<file path="src/rtl/serial_pkg.sv">
// Shared types and helpers for the serial word receiver slice.
// Receiver FSM encoding and the bit-counter sizing rule.
package serial_pkg;

  typedef logic [0:0] state_t;

  localparam state_t IDLE  = 1'b0;
  localparam state_t SHIFT = 1'b1;

  // Counter must be able to hold the value WIDTH itself.
  function automatic int cnt_width(input int width);
    return $clog2(width + 1);
  endfunction

endpackage

</file>
<file path="src/rtl/sipo_shift_core.sv">
// WIDTH-bit serial-in shift register; exposes the post-shift value so the
// caller can capture a completed word on the same edge as its last bit.
module sipo_shift_core #(
  parameter int WIDTH     = 8,
  parameter bit MSB_FIRST = 1'b1
) (
  input  logic             clk,
  input  logic             rst_n,
  input  logic             shift_en,
  input  logic             load_bit,
  output logic [WIDTH-1:0] shift_next
);

  logic [WIDTH-1:0] shift_r;

  // Next shift value: MSB-first enters at bit 0, LSB-first enters at the top.
  always_comb begin
    if (MSB_FIRST) begin
      shift_next = {shift_r[WIDTH-2:0], load_bit};
    end else begin
      shift_next = {load_bit, shift_r[WIDTH-1:1]};
    end
  end

  // Shift register state.
  always_ff @(posedge clk or negedge rst_n) begin
    if (!rst_n) begin
      shift_r <= {WIDTH{1'b0}};
    end else if (shift_en) begin
      shift_r <= shift_next;
    end else begin
      shift_r <= shift_r;
    end
  end

endmodule

</file>
<file path="src/rtl/serial_word_receiver.sv">
// Framed serial-to-parallel receiver with a one-word holding register,
// valid/ready output handshake and a sticky overrun flag.
module serial_word_receiver
  import serial_pkg::*;
#(
  parameter int WIDTH     = 8,
  parameter bit MSB_FIRST = 1'b1
) (
  input  logic             clk,
  input  logic             async_reset_n,
  input  logic             serial_in,
  input  logic             bit_valid,
  input  logic             frame_start,
  output logic [WIDTH-1:0] parallel_out,
  output logic             out_valid,
  input  logic             out_ready,
  output logic             overrun,
  input  logic             clear_overrun,
  output logic             busy
);

  localparam int CNT_W = cnt_width(WIDTH);
  localparam logic [CNT_W-1:0] ZERO_CNT = CNT_W'(0);
  localparam logic [CNT_W-1:0] ONE_CNT  = CNT_W'(1);
  localparam logic [CNT_W-1:0] LAST_CNT = CNT_W'(WIDTH - 1);

  state_t           state_r;
  state_t           state_nxt_s;
  logic [CNT_W-1:0] bit_cnt_r;
  logic [CNT_W-1:0] bit_cnt_nxt_s;
  logic             shift_en_s;
  logic             complete_s;
  logic             consume_s;
  logic             drop_s;
  logic [WIDTH-1:0] shift_next_s;
  logic [WIDTH-1:0] parallel_out_r;
  logic             out_valid_r;
  logic             overrun_r;
  logic             drop_pend_r;

  sipo_shift_core #(
    .WIDTH     (WIDTH),
    .MSB_FIRST (MSB_FIRST)
  ) u_shift (
    .clk        (clk),
    .rst_n      (async_reset_n),
    .shift_en   (shift_en_s),
    .load_bit   (serial_in),
    .shift_next (shift_next_s)
  );

  // Frame FSM and bit counter next-state; a restart never completes a word.
  always_comb begin
    state_nxt_s   = state_r;
    bit_cnt_nxt_s = bit_cnt_r;
    shift_en_s    = 1'b0;
    complete_s    = 1'b0;
    case (state_r)
      IDLE: begin
        if (bit_valid && frame_start) begin
          shift_en_s    = 1'b1;
          bit_cnt_nxt_s = ONE_CNT;
          state_nxt_s   = SHIFT;
        end else begin
          bit_cnt_nxt_s = bit_cnt_r;
          state_nxt_s   = IDLE;
        end
      end
      SHIFT: begin
        if (bit_valid && frame_start) begin
          shift_en_s    = 1'b1;
          bit_cnt_nxt_s = ONE_CNT;
          state_nxt_s   = SHIFT;
        end else if (bit_valid) begin
          shift_en_s = 1'b1;
          if (bit_cnt_r == LAST_CNT) begin
            complete_s    = 1'b1;
            bit_cnt_nxt_s = ZERO_CNT;
            state_nxt_s   = IDLE;
          end else begin
            bit_cnt_nxt_s = bit_cnt_r + ONE_CNT;
            state_nxt_s   = SHIFT;
          end
        end else begin
          bit_cnt_nxt_s = bit_cnt_r;
          state_nxt_s   = SHIFT;
        end
      end
      default: begin
        bit_cnt_nxt_s = ZERO_CNT;
        state_nxt_s   = IDLE;
      end
    endcase
  end

  assign consume_s = out_valid_r && out_ready;
  assign drop_s    = complete_s && out_valid_r && !out_ready;

  // FSM state and bit counter.
  always_ff @(posedge clk or negedge async_reset_n) begin
    if (!async_reset_n) begin
      state_r   <= IDLE;
      bit_cnt_r <= ZERO_CNT;
    end else begin
      state_r   <= state_nxt_s;
      bit_cnt_r <= bit_cnt_nxt_s;
    end
  end

  // Holding register: load on completion unless an unconsumed word blocks it.
  always_ff @(posedge clk or negedge async_reset_n) begin
    if (!async_reset_n) begin
      parallel_out_r <= {WIDTH{1'b0}};
      out_valid_r    <= 1'b0;
    end else if (complete_s && (!out_valid_r || out_ready)) begin
      parallel_out_r <= shift_next_s;
      out_valid_r    <= 1'b1;
    end else if (consume_s) begin
      parallel_out_r <= parallel_out_r;
      out_valid_r    <= 1'b0;
    end else begin
      parallel_out_r <= parallel_out_r;
      out_valid_r    <= out_valid_r;
    end
  end

  // A dropped word raises overrun one edge later; raising beats clearing.
  always_ff @(posedge clk or negedge async_reset_n) begin
    if (!async_reset_n) begin
      drop_pend_r <= 1'b0;
      overrun_r   <= 1'b0;
    end else begin
      drop_pend_r <= drop_s;
      if (drop_pend_r) begin
        overrun_r <= 1'b1;
      end else if (clear_overrun) begin
        overrun_r <= 1'b0;
      end else begin
        overrun_r <= overrun_r;
      end
    end
  end

  assign parallel_out = parallel_out_r;
  assign out_valid    = out_valid_r;
  assign overrun      = overrun_r;
  assign busy         = (state_r == SHIFT);

endmodule
</file>
<file path="config.mk">
export PLATFORM = sky130hd
export DESIGN_NAME = serial_word_receiver
export DESIGN_NICKNAME = d
export VERILOG_FILES = /design/src/rtl/serial_pkg.sv /design/src/rtl/sipo_shift_core.sv /design/src/rtl/serial_word_receiver.sv
export SDC_FILE = /design/constraint.sdc
export NUM_CORES = 1
export LEC_CHECK = 0
export CAP_MARGIN = 20
export CORE_AREA = 10 10 56 58
export DETAILED_ROUTE_END_ITERATION = 7
export DIE_AREA = 0 0 66 68
export PLACE_DENSITY = 0.75
export SLEW_MARGIN = 20
export SYNTH_ARGS = -nofsm -noshare
export SYNTH_HDL_FRONTEND = slang
export SYNTH_SLANG_ARGS = --single-unit
</file>
<file path="constraint.sdc">
create_clock -name clk -period 2.3 [get_ports clk]
set_input_delay 0.23 -clock clk [delete_from_list [all_inputs] [get_ports clk]]
set_output_delay 0.23 -clock clk [all_outputs]
set_load 0.02 [all_outputs]
</file>
==> flow_metrics.py <==
metrics = {
    "timing": {
        "setup_violations": 0,
        "setup-tns-final_ns": 0,
        "slew_headroom": 0.813,
        "holdWs_ns": 0.266,
        "worst_slew_pin_slew_ns": 0.280,
        "post-route-period-util": 0.757,
        "drv_slew": 0,
        "timing.fmax_ghz": 0.574,
        "fin_crit_ns": 1.74,
        "hold_violations": 0,
        "fin_skew_ns": 0.00455,
        "rsz0062_at_grt": "false",
    },
    "critical_path": {
        "cpPeakStageDelay_ns": 0.41,
        "timing.rr.start": "bit_cnt_r[1]",
        "ff2ff_setup_slack_ns": 0.56,
        "r2r-end": "parallel_out[1]",
        "path_cells": "ha_1 -> nand3b_2 -> nor4b_4 -> buf_4 -> mux2_2",
        "reg2reg_depth": 5,
        "critPathTopFamily": "simple AND/OR/NAND/NOR gates",
        "endpoint_kind": "flop",
        "cp.required_ns": 2.49,
        "crit_buf_inv": 1,
        "cp_slowest_cell": "dfrtp_1",
        "critPathArrivalTime_ns": 1.94,
        "start_kind": "flop",
        "cp_max_fo": 8,
        "critical_path_class": "flop to flop",
    },
    "floorplanning": {
        "dieArea_um2": 4490,
        "io-pin-count": 18,
        "num_rows": 17,
        "start_util": 0.459,
        "fp.dieH_um": 68,
        "fp.dieW_um": 66,
        "design.core.area_um2": 2110,
    },
    "clock_network": {
        "tritoncts": "built",
        "ctsHoldBuffers": 0,
        "postCtsSetupBuffers": 0,
        "cts_sinks": 23,
        "clkTransAtPathRegs_ns": 0.11,
        "worstSkewPairLatency_ns": 0.30,
        "cts-root-buf": "clkbuf_4",
        "htree_num_levels": 1,
        "post_cts_resized": 0,
        "cts_buffers": 3,
        "clock_path_buffers": 2,
    },
    "yosys": {
        "yosysTopAreaCell": "dfrtp_1",
        "synth.area.top_cells": "dfrtp_1 (60%), mux2_2 (17%), nor4b_4 (2.5%)",
        "yosys_warnings": 0,
        "synthMuxAreaShare": 0.185,
        "ys_seq_area_frac": 0.596,
        "netlist_area_um2": 966,
        "synth_top_family_by_area": "multiplexers",
        "synth-adder-area-share": 0.0130,
        "synth_compound_area_frac": 0.0570,
        "async_flop_share": 1.00,
        "ys_ff_latch": 23,
        "synth_edf_count": 0,
        "ys.flop_type": "dfrtp_1",
        "synth_cells": 70,
        "syn_area_per_cell_um2": 13.8,
        "synth_simple_gate_area_frac": 0.115,
        "synth_top_area_frac": 0.596,
        "syn_nets": 78,
        "ys_types": 23,
        "synth_commonest_cells": "dfrtp_1 (23), mux2_2 (15), nand2_1 (6)",
        "yosysMostFrequentCell": "dfrtp_1",
        "synth_xor_area_frac": 0,
    },
    "global_route": {
        "antenna_found_initial": 0,
        "busiest_layer": "met2",
        "grt_pass1_wl_um": 2640,
        "gr-usage-met1": 0.0832,
        "use_met3": 0.0294,
        "grt_pass1_vias": 610,
        "track_usage": 0.0757,
        "grt_overflow": 0,
        "met2_usage": 0.123,
        "grt_max_degree": 24,
    },
    "routing": {
        "vias_per_cell": 4.93,
        "route.detailed.drc": 0,
        "drt-pass1-iter-count": 4,
        "drtIter0Drc": 19,
        "wirelength_um": 1580,
        "final_antenna_net_count": 0,
        "routedWlPerCell_um": 13.2,
        "vias": 587,
    },
    "job": {
        "cap_viol_max_count": 0,
    },
    "power_and_ir_drop": {
        "power_leakage_nw": 0.546,
        "switching_share": 0.300,
        "clock_power_share": 0.157,
        "cell_internal_pwr_w": 0.000770,
        "power_per_cell_area_nw_per_um2": 921,
        "peakVddDrop_mv": 0.499,
        "p_comb_frac": 0.309,
        "power_switching_w": 0.000330,
        "seq_power_share": 0.534,
    },
    "status": {
        "run_status": "finished clean",
    },
    "final_layout": {
        "drive_gt1_frac": 0.275,
        "num_antenna_cells": 0,
        "areaGrowthSynthToFinish_pct": 23.7,
        "fin_nets": 100,
    },
    "min_path": {
        "min_path_type": "primary input to async pin",
    },
    "placed_design": {
        "gp_congestion": 0.791,
        "dpl.hpwl_um": 1200,
        "portBuffers": 17,
    },
}
==> cells in the final DEF (no fill, tap or decap) <==
cell / count
o21ai_1: 1
inv_1: 2
nand3_1: 2
nor2_1: 2
nor4b_4: 1
o21ai_0: 1
clkdlybuf4s50_1: 17
or3_2: 2
buf_4: 3
clkbuf_1: 1
o2bb2ai_1: 1
a311oi_1: 1
a21o_1: 2
dfrtp_1: 23
nor2b_1: 1
nand3b_2: 1
nand2b_1: 1
nand2_1: 6
a31oi_1: 2
clkbuf_4: 3
ha_1: 1
mux2i_1: 1
mux2_2: 15
nand4b_1: 1
==> registers in the layout, summed over array words and instances (netlist names) <==
signal,cells
busy,1
out_valid,1
u_shift.shift_r,7
parallel_out,8
bit_cnt_r,4
drop_pend_r,1
overrun,1
==> stage by stage <==
step           power (W)  utilization  std cells  cell area [um^2]  worst slack, ns
2_1_floorplan   0.000793            -         70               966            0.631
3_3_place_gp    0.000932        0.555        115              1170            0.458
3_5_place_dp    0.000945        0.555        115              1170            0.413
4_1_cts          0.00112        0.567        119              1190            0.552
5_1_grt          0.00118        0.567        119              1190            0.474
6_report         0.00110        0.567        119              1190            0.559
==> logic make-up (layout without fill, tap and decap cells) <==
family,count (synthesis),in the layout
buffers and inverters,5,26
AO/OA/AOI/OAI,8,8
AND/OR/NAND/NOR,17,17
multiplexers,16,16
flip-flops,23,23
adder cells (fa/ha/maj),1,1
==> how the worst max path moves through the flow <==
stage | depth (start not counted) | slack (ns) | end | startpoint
2_1_floorplan | 4 | 0.63 | parallel_out[0] | busy
3_3_place_gp | 5 | 0.46 | parallel_out[0] | bit_valid
3_5_place_dp | 5 | 0.41 | parallel_out[1] | bit_valid
4_1_cts | 5 | 0.55 | parallel_out[1] | bit_cnt_r[1]
5_1_grt | 5 | 0.47 | parallel_out[7] | bit_cnt_r[1]
6_report | 5 | 0.56 | parallel_out[1] | bit_cnt_r[1]
==> metal layers <==
layer | vias up | share of wire
met5 | - | 0
met4 | 0 | 0.0063
met3 | 2 | 0.068
met2 | 16 | 0.48
met1 | 279 | 0.45
li1 | 290 | -
==> power by group through the flow <==
stage / Sequential, W / Combinational, W / Clock [W]
after floorplan: 0.000630 / 0.000163 / 0
after global placement: 0.000593 / 0.000339 / 0
after detailed placement: 0.000598 / 0.000347 / 0
after CTS: 0.000589 / 0.000347 / 0.000184
final: 0.000588 / 0.000340 / 0.000173
after global routing: 0.000602 / 0.000373 / 0.000205
==> layout make-up <==
cell class                      instances  area [um^2]
Fill cell                             177          911
Timing Repair Buffer                   20          193
Sequential cell                        23          576
Tap cell                               28         35.0
Clock buffer                            4         26.3
Inverter                                2         7.51
Multi-Input combinational cell         42          358
(Power assumes the default switching activity.)
